[config.mk]
export PLATFORM = sky130hd
export DESIGN_NAME = bus_mem_flat
export DESIGN_NICKNAME = d
export VERILOG_FILES = /design/src/rtl/bus_mem_if.sv /design/src/rtl/bus_mem.sv /design/src/flat_wrapper.sv
export SDC_FILE = /design/constraint.sdc
export NUM_CORES = 1
export LEC_CHECK = 0
export CORE_MARGIN = 4
export CORE_UTILIZATION = 60
export DETAILED_ROUTE_END_ITERATION = 8
export PLACE_DENSITY = 0.8
export SYNTH_ARGS = -nofsm -noshare
export SYNTH_HDL_FRONTEND = slang
export SYNTH_SLANG_ARGS = --single-unit
[constraint.sdc]
create_clock -name clk -period 6.9 [get_ports clk]
set_clock_uncertainty 0.15 [all_clocks]
set_input_delay 0.69 -clock clk [delete_from_list [all_inputs] [get_ports clk]]
set_output_delay 0.69 -clock clk [all_outputs]
set_load 0.02 [all_outputs]
[src/rtl/bus_mem_if.sv]
// CPU/loader/I-O bus bundle for bus_mem; master drives requests, slave is the memory.
interface bus_mem_if;
  logic [5:0] addr;
  logic       rw;
  logic [7:0] data_in;
  logic [7:0] data_out;
  logic       ld_start;
  logic       ld_valid;
  logic [7:0] ld_data;
  logic       ld_last;
  logic       ld_ready;
  logic       ld_done;
  logic       cpu_hold;
  logic [7:0] io_in;
  logic [7:0] io_out;
  logic       io_strobe;

  modport master (
    output addr, rw, data_in, ld_start, ld_valid, ld_data, ld_last, io_in,
    input  data_out, ld_ready, ld_done, cpu_hold, io_out, io_strobe
  );

  modport slave (
    input  addr, rw, data_in, ld_start, ld_valid, ld_data, ld_last, io_in,
    output data_out, ld_ready, ld_done, cpu_hold, io_out, io_strobe
  );
endinterface

[src/rtl/bus_mem.sv]
// 64-byte CPU program/data memory with byte-serial loader that holds the CPU in reset.
// Define BUS_MEM_IO_EN to map an input port at IO_IN_ADDR and an output port at IO_OUT_ADDR.
module bus_mem #(
  parameter int unsigned DEPTH       = 64,
  parameter logic [5:0]  IO_IN_ADDR  = 6'd62,
  parameter logic [5:0]  IO_OUT_ADDR = 6'd63
) (
  input  logic      clk,
  input  logic      reset,
  bus_mem_if.slave  bus
);

  typedef enum logic [1:0] {IDLE, LOAD, RUN} state_t;

  state_t     r_state, w_state_nxt;
  logic [5:0] r_ptr, w_ptr_nxt;
  logic [7:0] r_mem [DEPTH];
  logic [7:0] r_data_out;
  logic [7:0] w_rd_data;
  logic       w_ld_we;
  logic       w_cpu_we;
  logic       w_ptr_last;

  always_comb begin
    w_state_nxt = r_state;
    w_ptr_nxt   = r_ptr;
    w_ld_we     = 1'b0;
    w_cpu_we    = 1'b0;
    w_ptr_last  = (r_ptr == 6'(DEPTH - 1));
    case (r_state)
      IDLE: begin
        if (bus.ld_start) begin
          w_state_nxt = LOAD;
          w_ptr_nxt   = '0;
        end
      end
      LOAD: begin
        // pointer saturates at the top address; that accept also ends the load
        if (bus.ld_valid) begin
          w_ld_we = 1'b1;
          if (!w_ptr_last) w_ptr_nxt = r_ptr + 6'd1;
          if (bus.ld_last || w_ptr_last) w_state_nxt = RUN;
        end
      end
      RUN: begin
        w_cpu_we = !bus.rw;
        if (bus.ld_start) begin
          w_state_nxt = LOAD;
          w_ptr_nxt   = '0;
        end
      end
      default: w_state_nxt = IDLE;
    endcase
  end

  always_ff @(posedge clk) begin
    if (reset) begin
      r_state <= IDLE;
      r_ptr   <= '0;
    end else begin
      r_state <= w_state_nxt;
      r_ptr   <= w_ptr_nxt;
    end
  end

  // contents survive reset; writes are only suppressed during it
  always_ff @(posedge clk) begin
    if (!reset) begin
      if (w_ld_we)       r_mem[r_ptr]    <= bus.ld_data;
      else if (w_cpu_we) r_mem[bus.addr] <= bus.data_in;
    end
  end

`ifdef BUS_MEM_IO_EN
  logic       r_rw_q;
  logic [7:0] r_io_out;
  logic       r_io_strobe;
  logic       w_io_wr;

  assign w_io_wr   = w_cpu_we && (bus.addr == IO_OUT_ADDR);
  assign w_rd_data = (bus.addr == IO_IN_ADDR) ? bus.io_in : r_mem[bus.addr];

  // strobe only on the first cycle of the two-cycle store (rw falling edge)
  always_ff @(posedge clk) begin
    if (reset) begin
      r_rw_q      <= 1'b1;
      r_io_out    <= '0;
      r_io_strobe <= 1'b0;
    end else begin
      r_rw_q      <= bus.rw;
      r_io_strobe <= w_io_wr && r_rw_q;
      if (w_io_wr) r_io_out <= bus.data_in;
    end
  end

  assign bus.io_out    = r_io_out;
  assign bus.io_strobe = r_io_strobe;
`else
  logic w_unused;

  assign w_unused      = ^{bus.io_in, IO_IN_ADDR, IO_OUT_ADDR};
  assign w_rd_data     = r_mem[bus.addr];
  assign bus.io_out    = '0;
  assign bus.io_strobe = 1'b0;
`endif

  always_ff @(posedge clk) begin
    if (reset) r_data_out <= '0;
    else       r_data_out <= w_rd_data;
  end

  assign bus.data_out = r_data_out;
  assign bus.ld_ready = (r_state == LOAD);
  assign bus.ld_done  = (r_state == RUN);
  assign bus.cpu_hold = (r_state != RUN);

endmodule
[src/flat_wrapper.sv]
// flat-port wrapper written by rule: the top's interface ports become plain ports
module bus_mem_flat 
#(
  parameter int unsigned DEPTH       = 64,
  parameter logic [5:0]  IO_IN_ADDR  = 6'd62,
  parameter logic [5:0]  IO_OUT_ADDR = 6'd63
)
  (clk, reset, bus_addr, bus_rw, bus_data_in, bus_ld_start, bus_ld_valid, bus_ld_data, bus_ld_last, bus_io_in, bus_data_out, bus_ld_ready, bus_ld_done, bus_cpu_hold, bus_io_out, bus_io_strobe);
  bus_mem_if bus_i ();
  input  logic clk;
  input  logic reset;
  input wire logic [$bits(bus_i.addr)-1:0] bus_addr;
  input wire logic [$bits(bus_i.rw)-1:0] bus_rw;
  input wire logic [$bits(bus_i.data_in)-1:0] bus_data_in;
  input wire logic [$bits(bus_i.ld_start)-1:0] bus_ld_start;
  input wire logic [$bits(bus_i.ld_valid)-1:0] bus_ld_valid;
  input wire logic [$bits(bus_i.ld_data)-1:0] bus_ld_data;
  input wire logic [$bits(bus_i.ld_last)-1:0] bus_ld_last;
  input wire logic [$bits(bus_i.io_in)-1:0] bus_io_in;
  output wire logic [$bits(bus_i.data_out)-1:0] bus_data_out;
  output wire logic [$bits(bus_i.ld_ready)-1:0] bus_ld_ready;
  output wire logic [$bits(bus_i.ld_done)-1:0] bus_ld_done;
  output wire logic [$bits(bus_i.cpu_hold)-1:0] bus_cpu_hold;
  output wire logic [$bits(bus_i.io_out)-1:0] bus_io_out;
  output wire logic [$bits(bus_i.io_strobe)-1:0] bus_io_strobe;
  assign bus_i.addr = bus_addr;
  assign bus_i.rw = bus_rw;
  assign bus_i.data_in = bus_data_in;
  assign bus_i.ld_start = bus_ld_start;
  assign bus_i.ld_valid = bus_ld_valid;
  assign bus_i.ld_data = bus_ld_data;
  assign bus_i.ld_last = bus_ld_last;
  assign bus_i.io_in = bus_io_in;
  assign bus_data_out = bus_i.data_out;
  assign bus_ld_ready = bus_i.ld_ready;
  assign bus_ld_done = bus_i.ld_done;
  assign bus_cpu_hold = bus_i.cpu_hold;
  assign bus_io_out = bus_i.io_out;
  assign bus_io_strobe = bus_i.io_strobe;
  bus_mem #(.DEPTH(DEPTH), .IO_IN_ADDR(IO_IN_ADDR), .IO_OUT_ADDR(IO_OUT_ADDR)) u_core (.clk(clk), .reset(reset), .bus(bus_i));
endmodule
# --- After elaboration in Yosys (flattened, before gate mapping) ---
# Memory sizes are Yosys's and may differ from the RTL's. A register that Yosys moved wholly into a read port is not among the register bits.
# Cells that the tools add are included.
op_classes:
  n_addsub: 1
  eq_ne: 8
  muxes: 21
  reduce_logical: 8
ops:
  columns: ["op", "count"]
  rows:
  - ["$mux 6", 4]
  - ["$pmux 6 s2", 1]
  - ["$mux 1", 11]
  - ["$mux 8", 1]
  - ["$reduce_or 8->1", 1]
  - ["$add 6x1->6 const B", 1]
  - ["$eq 6x6->1 const B", 1]
  - ["$mux 2", 3]
  - ["$ne 2x2->1 const B", 3]
  - ["$ne 2x1->1 const B", 2]
  - ["$pmux 2 s2", 1]
  - ["$reduce_and 4->1", 1]
  - ["$reduce_and 3->1", 1]
  - ["$eq 2x1->1 const B", 1]
  - ["$eq 2x2->1 const B", 1]
  - ["$logic_not 2->1", 1]
  - ["$reduce_bool 2->1", 1]
  - ["$reduce_or 2->1", 1]
  - ["$logic_not 1->1", 1]
  - ["$logic_or 1x1->1", 1]
word_totals:
  mem_count: 1
  ff_bits: 8
  ramBits: 512
  out_inout_bits: 20
memory_table:
  columns: ["name", "depth", "word_bits", "read_ports", "rd_clocked_by_memory_dff", "write_ports", "line", "rtl"]
  rows:
  - ["u_core.r_mem", 64, 8, 1, 1, 1, "bus_mem.sv:17", "logic [7:0] r_mem [DEPTH];"]

# --- Logic depth before layout (Yosys ltp) ---
# Gate-level depths: netlist (run 1).
logic_depth:
  word_depth: 8
  ltp_mapped: 9
  ltp_nobuf: 6

# --- Least setup slack after synthesis (run 1) ---
# No wires, ideal clock.
synth_path:
  kind: "input -> register"
  start: "input port bus_rw"
  end: "memory u_core.r_mem[42][0] (enable)"
  required_ps: 6380
  arrival_time_ps: 2384
  path_slack_ps: 3996
  cell_stages: 6
  path_buffers: 1
  path_cell_list: "nor4b_1 > buf_4 > mux2_2 > nor4_1 > nand2_1 > nor2_1"
synth_between:
  elab_chain_cells: 8
  elab_cells_between_ends: 9
  cone_classes: "mux (7); reduce/logical (2)"
synth_lines:
  columns: ["item", "line", "rtl"]
  rows:
  - ["from (decl)", "flat_wrapper.sv:13", "input wire logic [$bits(bus_i.rw)-1:0] bus_rw;"]
  - ["$logic_not 1->1 (*)", "bus_mem.sv:46", "w_cpu_we = !bus.rw;"]
  - ["$mux 1 (*)", "bus_mem.sv:30", "case (r_state)"]
  - ["$mux 1 (*)", "bus_mem.sv:70", "else if (w_cpu_we) r_mem[bus.addr] <= bus.data_in;"]
  - ["$mux 1 (*)", "bus_mem.sv:69", "if (w_ld_we) r_mem[r_ptr] <= bus.ld_data;"]
  - ["$mux 1 (*)", "bus_mem.sv:68", "if (!reset) begin"]
  - ["$mux 1 (not written as such) (*)", "bus_mem.sv:70", null]
  - ["$reduce_or 8->1 (no source line)", null, null]
  - ["$mux 6 (no source line) or $mux 1 (tied branches)", null, null]
  - ["to (decl)", "bus_mem.sv:17", null]
# Mark *: on every way between the ends. The rest lies on a longest branch, timed or not.

# --- Worst setup path after layout (run 1) ---
layout_path:
  start: "input port reset"
  end: "memory u_core.r_mem[33][0] (enable)"
layout_between:
  elab_chain_cells: 4
  elab_cells_between_ends: 7
  cone_classes: "mux (6); reduce/logical (1)"
layout_lines:
  columns: ["item", "line", "rtl"]
  rows:
  - ["from (decl)", "flat_wrapper.sv:11", "input logic reset;"]
  - ["$mux 1", "bus_mem.sv:68", null]
  - ["$mux 1 (not written as such)", "bus_mem.sv:70", null]
  - ["$reduce_or 8->1 (no source line)", null, null]
  - ["$mux 6 (no source line) or $mux 1 (tied branches)", null, null]
# Parallel ways exist; a longest one is shown, timed or not.

==> out/results.tsv, run 1 <==
metric	value	unit
Leak Pwr	7.24	nW
clk sinks	528	
gr usage total	0.248	
Die ar.	37700	um^2
Synth Area in XOR/XNOR	0.00210	
CTS resizes	0	
Boundary Pins	56	
cell chain of the critical path	clkdlybuf4s50_1 > nor4b_2 > buf_4 > mux2i_1 > nor2b_1 > nand2_1 > nor2_1	
RR Startpoint	u_core.r_state[0]	
Comb power frac	0.047	
met3 wire len	4810	um
synthesized flop and latch total	528	
Worst Setup EP	u_core.r_mem[33][0]	
routed vias/inst	6.77	
Routed met1 length	17100	um
Max stage delay on crit path	0.80	ns
R2R depth	6	
core region area	33900	um^2
Final Slew Violations	0	
Post-synth EDFFs	512	
cell area after layout	23200	um^2
post-synthesis cell type count	50	
Post-Syn Area	20800	um^2
Fin Setup TNS	0	ns
detailed placement HPWL	26500	um
FFs w/ async S/R, synth	0	
Clk Latency, worst-skew pair	0.56	ns
Final setup viols	0	
CTS tree	done	
FILL cells	2025	
Final GP Congestion	0.825	
die height	194	um
CTS root buf	clkbuf_16	
# DRC	0	
Max FO, Critical Path	26	
htree depth	2	
mux contribution to synthesized area	0.163	
kind of critical path	input pin to flip-flop	
total CTS buffers	51	
Worst-path clk slew	0.06	ns
status	finished, final reports clean	
Avg Synthesized Cell Area	20.7	um^2
vias in the first global route	10500	
Area Overhead vs Synth	11.6	%
Nets	1094	
CP Launch Type	input pin	
Post-Synth Adder-Cell Area	0.000601	
drt first pass iters	5	
Worst EP arrival	3.85	ns
most common cell after layout, fill and taps aside	edfxtp_1	
CTS Hold Buffers Added	0	
top sig layer	met4	
Detail Route Antenna Nets	0	
largest net degree at the start of global routing	65	
worst hold path type	flip-flop to flip-flop	
slowest CP cell	nor2_1	
Rel. slew slack	0.146	
Post-synth top flop	edfxtp_1	
most frequent cells in the layout	edfxtp_1, mux4_2, nor2_1, clkbuf_16, clkdlybuf4s50_1	
Post-Synth Simple-Gate Area	0.0339	
Critical Path RT	6.93	ns
Clk pwr share	0.425	
Row Count	67	
Final Hold Fails	0	
warnings from Yosys	0	
initial antenna violation count	1	
Pint	5.32	mW
DR WL met2	22900	um
initial core utilization	0.614	
maximum vdd ir drop	0.280	mV
first-pass GRT wire length	69900	um
Tcrit/Tclk final	0.553	
Routed WL	46500	um
largest family of logic cells by synthesized area	multiplexers	
timing-limited maximum frequency	262	MHz
Reg power frac	0.529	
slew at the pin closest to its max-slew limit	1.28	ns
RSZ-0062 raised after global routing	false	
CP Capture Type	flip-flop	
First DRT Iteration DRCs	1596	
layout cells sized above 1	0.214	
Sw Pwr	1.35	mW
Post-CTS Setup Bufs	0	
Post-DP Area	21500	um^2
fin crit period	3.82	ns
Compound-Gate Fraction of Synth Area	0.0281	
maximum clock insertion buffer count	3	
# port buffers	38	
die width	194	um
Hold Path Cell Cnt	2	
vias post-DR	10500	
wire per inst	30.0	um
Seq/Total Area, Yosys	0.754	
R2R Path End	u_core.r_mem[33][0]	
synthesized instance count	1004	
max_cap viols	0	
final hold slack	0.454	ns
power per cell area	288	nW/um^2
Critical Path Source	reset	
Switching Fraction	0.203	
grt total ovfl	0	
Reg2Reg Setup Slack	3.37	ns
[logic make-up after synthesis]
logic type	Yosys count
AO/OA/AOI/OAI	87
XOR/XNOR	5
adder cells (fa/ha/maj)	1
buffers and inverters	58
flip-flops	528
multiplexers	169
other	1
AND/OR/NAND/NOR	155
[how the worst min path moves through the flow]
stage,startpoint,endpoint
final,u_core.r_ptr[5],u_core.r_ptr[5]
after global routing,u_core.r_ptr[5],u_core.r_ptr[5]
after CTS,u_core.r_ptr[0],u_core.r_ptr[0]
after detailed placement,u_core.r_ptr[0],u_core.r_ptr[0]
after global placement,u_core.r_ptr[5],u_core.r_ptr[5]
after floorplan,u_core.r_ptr[5],u_core.r_ptr[5]
[area by class of cell]
type                    count  area (um^2)  area share
multi-input cells         426         4770       0.206
repair buffers             48          452      0.0195
clock buffers              71         1470      0.0635
inverters                   2         7.51    0.000323
clock inverters            24          250      0.0108
diodes                      1         2.50    0.000108
flip-flops and latches    528        15700       0.676
well taps                 448          561      0.0241
[critical path: cells and delay by family]
kind                   cells  cell delay, ns
and+or+nand+nor            4            1.55
buffers and inverters      2            0.90
muxes                      1            0.70
[cell usage after synthesis, types with 3 or more instances]
library cell  count  share of area
buf_6             8         0.0043
o22ai_1          26         0.0078
edfxtp_1        512           0.74
a211oi_1          9         0.0032
nand3_1           9         0.0022
and2_1            3        0.00090
nor4_1            3        0.00090
buf_4            15         0.0054
buf_1             3        0.00054
nand3b_1          5         0.0018
clkbuf_1         16         0.0029
a221o_1           4         0.0019
mux4_1           17          0.021
or3b_2            3         0.0013
buf_2            12         0.0029
nor2b_1           6         0.0018
or3_1             3        0.00090
nand2b_1          6         0.0018
o31ai_1           5         0.0018
o211ai_1          5         0.0018
a311oi_1          3         0.0013
o21a_1            4         0.0014
mux4_2          111           0.12
nand2_1          28         0.0051
dfxtp_1          16          0.015
xor2_1            4         0.0017
mux2i_1          17         0.0082
nor2_1           82          0.015
mux2_2           24          0.013
a21oi_1           7         0.0017
o21ai_0          15         0.0036
[through the flow]
stage	cells	worst slack [ns]	utilization	power, mW
6_report	1548	3.08	0.685	6.68
5_1_grt	1547	2.91	0.685	6.87
4_1_cts	1547	3.12	0.685	6.69
3_5_place_dp	1452	2.54	0.634	3.91
3_3_place_gp	1452	2.70	0.634	3.90
2_1_floorplan	1012	4.00	-	3.80
[power by group through the flow]
stage	sequential [mW]	clock (mW)	combinational (mW)
2_1_floorplan	3.60	0	0.198
3_3_place_gp	3.60	0	0.300
3_5_place_dp	3.60	0	0.308
4_1_cts	3.53	2.85	0.312
5_1_grt	3.53	3.01	0.330
6_report	3.53	2.84	0.311
[sequential cells by signal, summed over array words and instances (netlist names)]
| signal | count |
|---|---|
| u_core.r_state | 2 |
| u_core.bus.data_out | 8 |
| u_core.r_mem | 512 |
| u_core.r_ptr | 6 |
[per-layer routing]
metal | track usage | up-vias
li1 | - | 4271
met1 | 0.357 | 5435
met2 | 0.393 | 659
met3 | 0.0499 | 120
met4 | 0.0789 | 0
met5 | 0 | -
Note: power is estimated with default switching activity, not from simulation.
==> inputs of run 2 (changes only) <==
==> constraint.sdc (replaced) <==
create_clock -name clk -period 3.8 [get_ports clk]
set_clock_uncertainty 0.15 [all_clocks]
set_input_delay 0.38 -clock clk [delete_from_list [all_inputs] [get_ports clk]]
set_output_delay 0.38 -clock clk [all_outputs]
set_load 0.02 [all_outputs]
==> out/results.tsv, run 2 (synthesis results as in run 1) <==
metric	value	unit
max FFs per register	512	
Rel. slew slack	0.147	
Max FO, Critical Path	26	
Worst-path clk slew	0.06	ns
initial core utilization	0.614	
# DRC	0	
area of the multi-input gates	4770	um^2
CTS resizes	0	
CTS root buf	clkbuf_16	
Critical path buffers and inverters	1	
final core occ	0.701	
routed vias/inst	6.61	
cell chain of the critical path	nor4b_2 > buf_12 > mux2i_1 > or3_1 > nor2_1	
slew at the pin closest to its max-slew limit	1.28	ns
sequential cell area	15700	um^2
R2R depth	5	
Worst Hold Launch	bus_ld_valid	
CP Launch Type	flip-flop	
total CTS buffers	51	
die height	194	um
first-pass GRT wire length	70300	um
Post-CTS Setup Bufs	0	
kind of critical path	flip-flop to flip-flop	
Ant. Diodes	0	
Hold Path Cell Cnt	3	
Critical Path RT	3.84	ns
FILL cells	1971	
vias post-DR	10700	
# port buffers	38	
Detail Route Antenna Nets	0	
timing-limited maximum frequency	333	MHz
detailed placement HPWL	27400	um
power per cell area	498	nW/um^2
slowest CP cell	nor2_1	
CP Capture Type	flip-flop	
die width	194	um
Final GP Congestion	0.823	
Boundary Pins	56	
fin crit period	3.00	ns
maximum clock insertion buffer count	3	
largest net degree at the start of global routing	65	
core region area	33900	um^2
Final Slew Violations	0	
First DRT Iteration DRCs	1252	
Row Count	67	
htree depth	2	
status	finished, final reports clean	
most common cell after layout, fill and taps aside	edfxtp_1	
Final Hold Fails	0	
initial antenna violation count	0	
Die ar.	37700	um^2
gr usage total	0.247	
Routed met1 length	17300	um
drt first pass iters	5	
Reg2Reg Setup Slack	0.80	ns
Area Overhead vs Synth	14.1	%
Hold Crit Endpoint	u_core.r_state[1]	
post-layout power	11.8	mW
Leak Pwr	7.60	nW
setup ws final	0.797	ns
RR Startpoint	u_core.r_state[0]	
met3 wire len	4300	um
Fin Setup TNS	0	ns
max_cap viols	0	
vias in the first global route	10900	
wire per inst	28.3	um
RSZ-0062 raised after global routing	false	
crit-path leading delay family	simple AND/OR/NAND/NOR gates	
pre-CTS WS	0.387	ns
Worst EP arrival	3.04	ns
maximum vdd ir drop	0.409	mV
Routed WL	45900	um
Tcrit/Tclk final	0.790	
CP Depth	5	
register bank with the most flops	u_core.r_mem	
layout cells sized above 1	0.260	
Nets	1174	
R2R Path End	u_core.r_mem[63][0]	
grt total ovfl	0	
clk sinks	528	
top sig layer	met4	
CTS tree	done	
CTS Hold Buffers Added	0	
DR WL met2	23100	um
most frequent cells in the layout	edfxtp_1, mux4_2, buf_4, nor2_1, clkbuf_16	
Final setup viols	0	
worst hold path type	input pin to flip-flop	
Clk Latency, worst-skew pair	0.57	ns
Max stage delay on crit path	0.74	ns
run 2: changes by cell type in the layout (fill, tap and decap cells not counted), moves of 3 or more:
cell	previous run	this run
clkbuf_8	9	6
buf_4	11	87
buf_12	0	4
bufinv_16	5	2
clkinv_2	13	8
clkbuf_1	10	14
run 2: metrics by stage:
step           cells  area, um^2  hold WS, ns
6_report        1622       23700        0.326
5_1_grt         1622       23700        0.319
4_1_cts         1622       23700        0.300
3_5_place_dp    1532       22100        0.398
3_3_place_gp    1532       22100        0.394
2_1_floorplan   1012       20800        0.299
run 2: worst max path at each step:
| stage | slack (ns) | startpoint | to |
|---|---|---|---|
| final | 0.80 | u_core.r_state[0] | u_core.r_mem[63][0] |
| after detailed placement | 0.39 | bus_rw | u_core.r_mem[63][6] |
| after global routing | 0.64 | u_core.r_state[0] | u_core.r_mem[63][0] |
| after floorplan | 1.21 | bus_rw | u_core.r_mem[42][0] |
| after CTS | 0.84 | u_core.r_state[0] | u_core.r_mem[63][0] |
| after global placement | 0.46 | bus_rw | u_core.r_mem[63][0] |
run 2: cell type report:
cell class | count | share of cell area
Sequential cell | 528 | 0.661
Multi-Input combinational cell | 426 | 0.201
Clock buffer | 72 | 0.0610
Timing Repair Buffer | 128 | 0.0464
Tap cell | 448 | 0.0236
Clock inverter | 18 | 0.00617
Inverter | 2 | 0.000316
run 2: metal layers:
layer / vias to the layer above / GRT usage
met2: 629 / 0.402
met3: 114 / 0.0591
met5: - / 0
li1: 4421 / -
met4: 0 / 0.0703
met1: 5565 / 0.344
run 2: worst reg2reg max path: stages (launching register included):
cell	delay, ns
dfxtp_1	0.35
nor4b_2	0.39
buf_12	0.23
mux2i_1	0.19
or3_1	0.56
nor2_1	0.74
run 2: power by group:
group	total [mW]	internal (mW)	switching, mW
clock network	4.83	2.78	2.05
logic	0.577	0.229	0.348
registers	6.41	6.40	0.00616
total	11.8	9.41	2.41
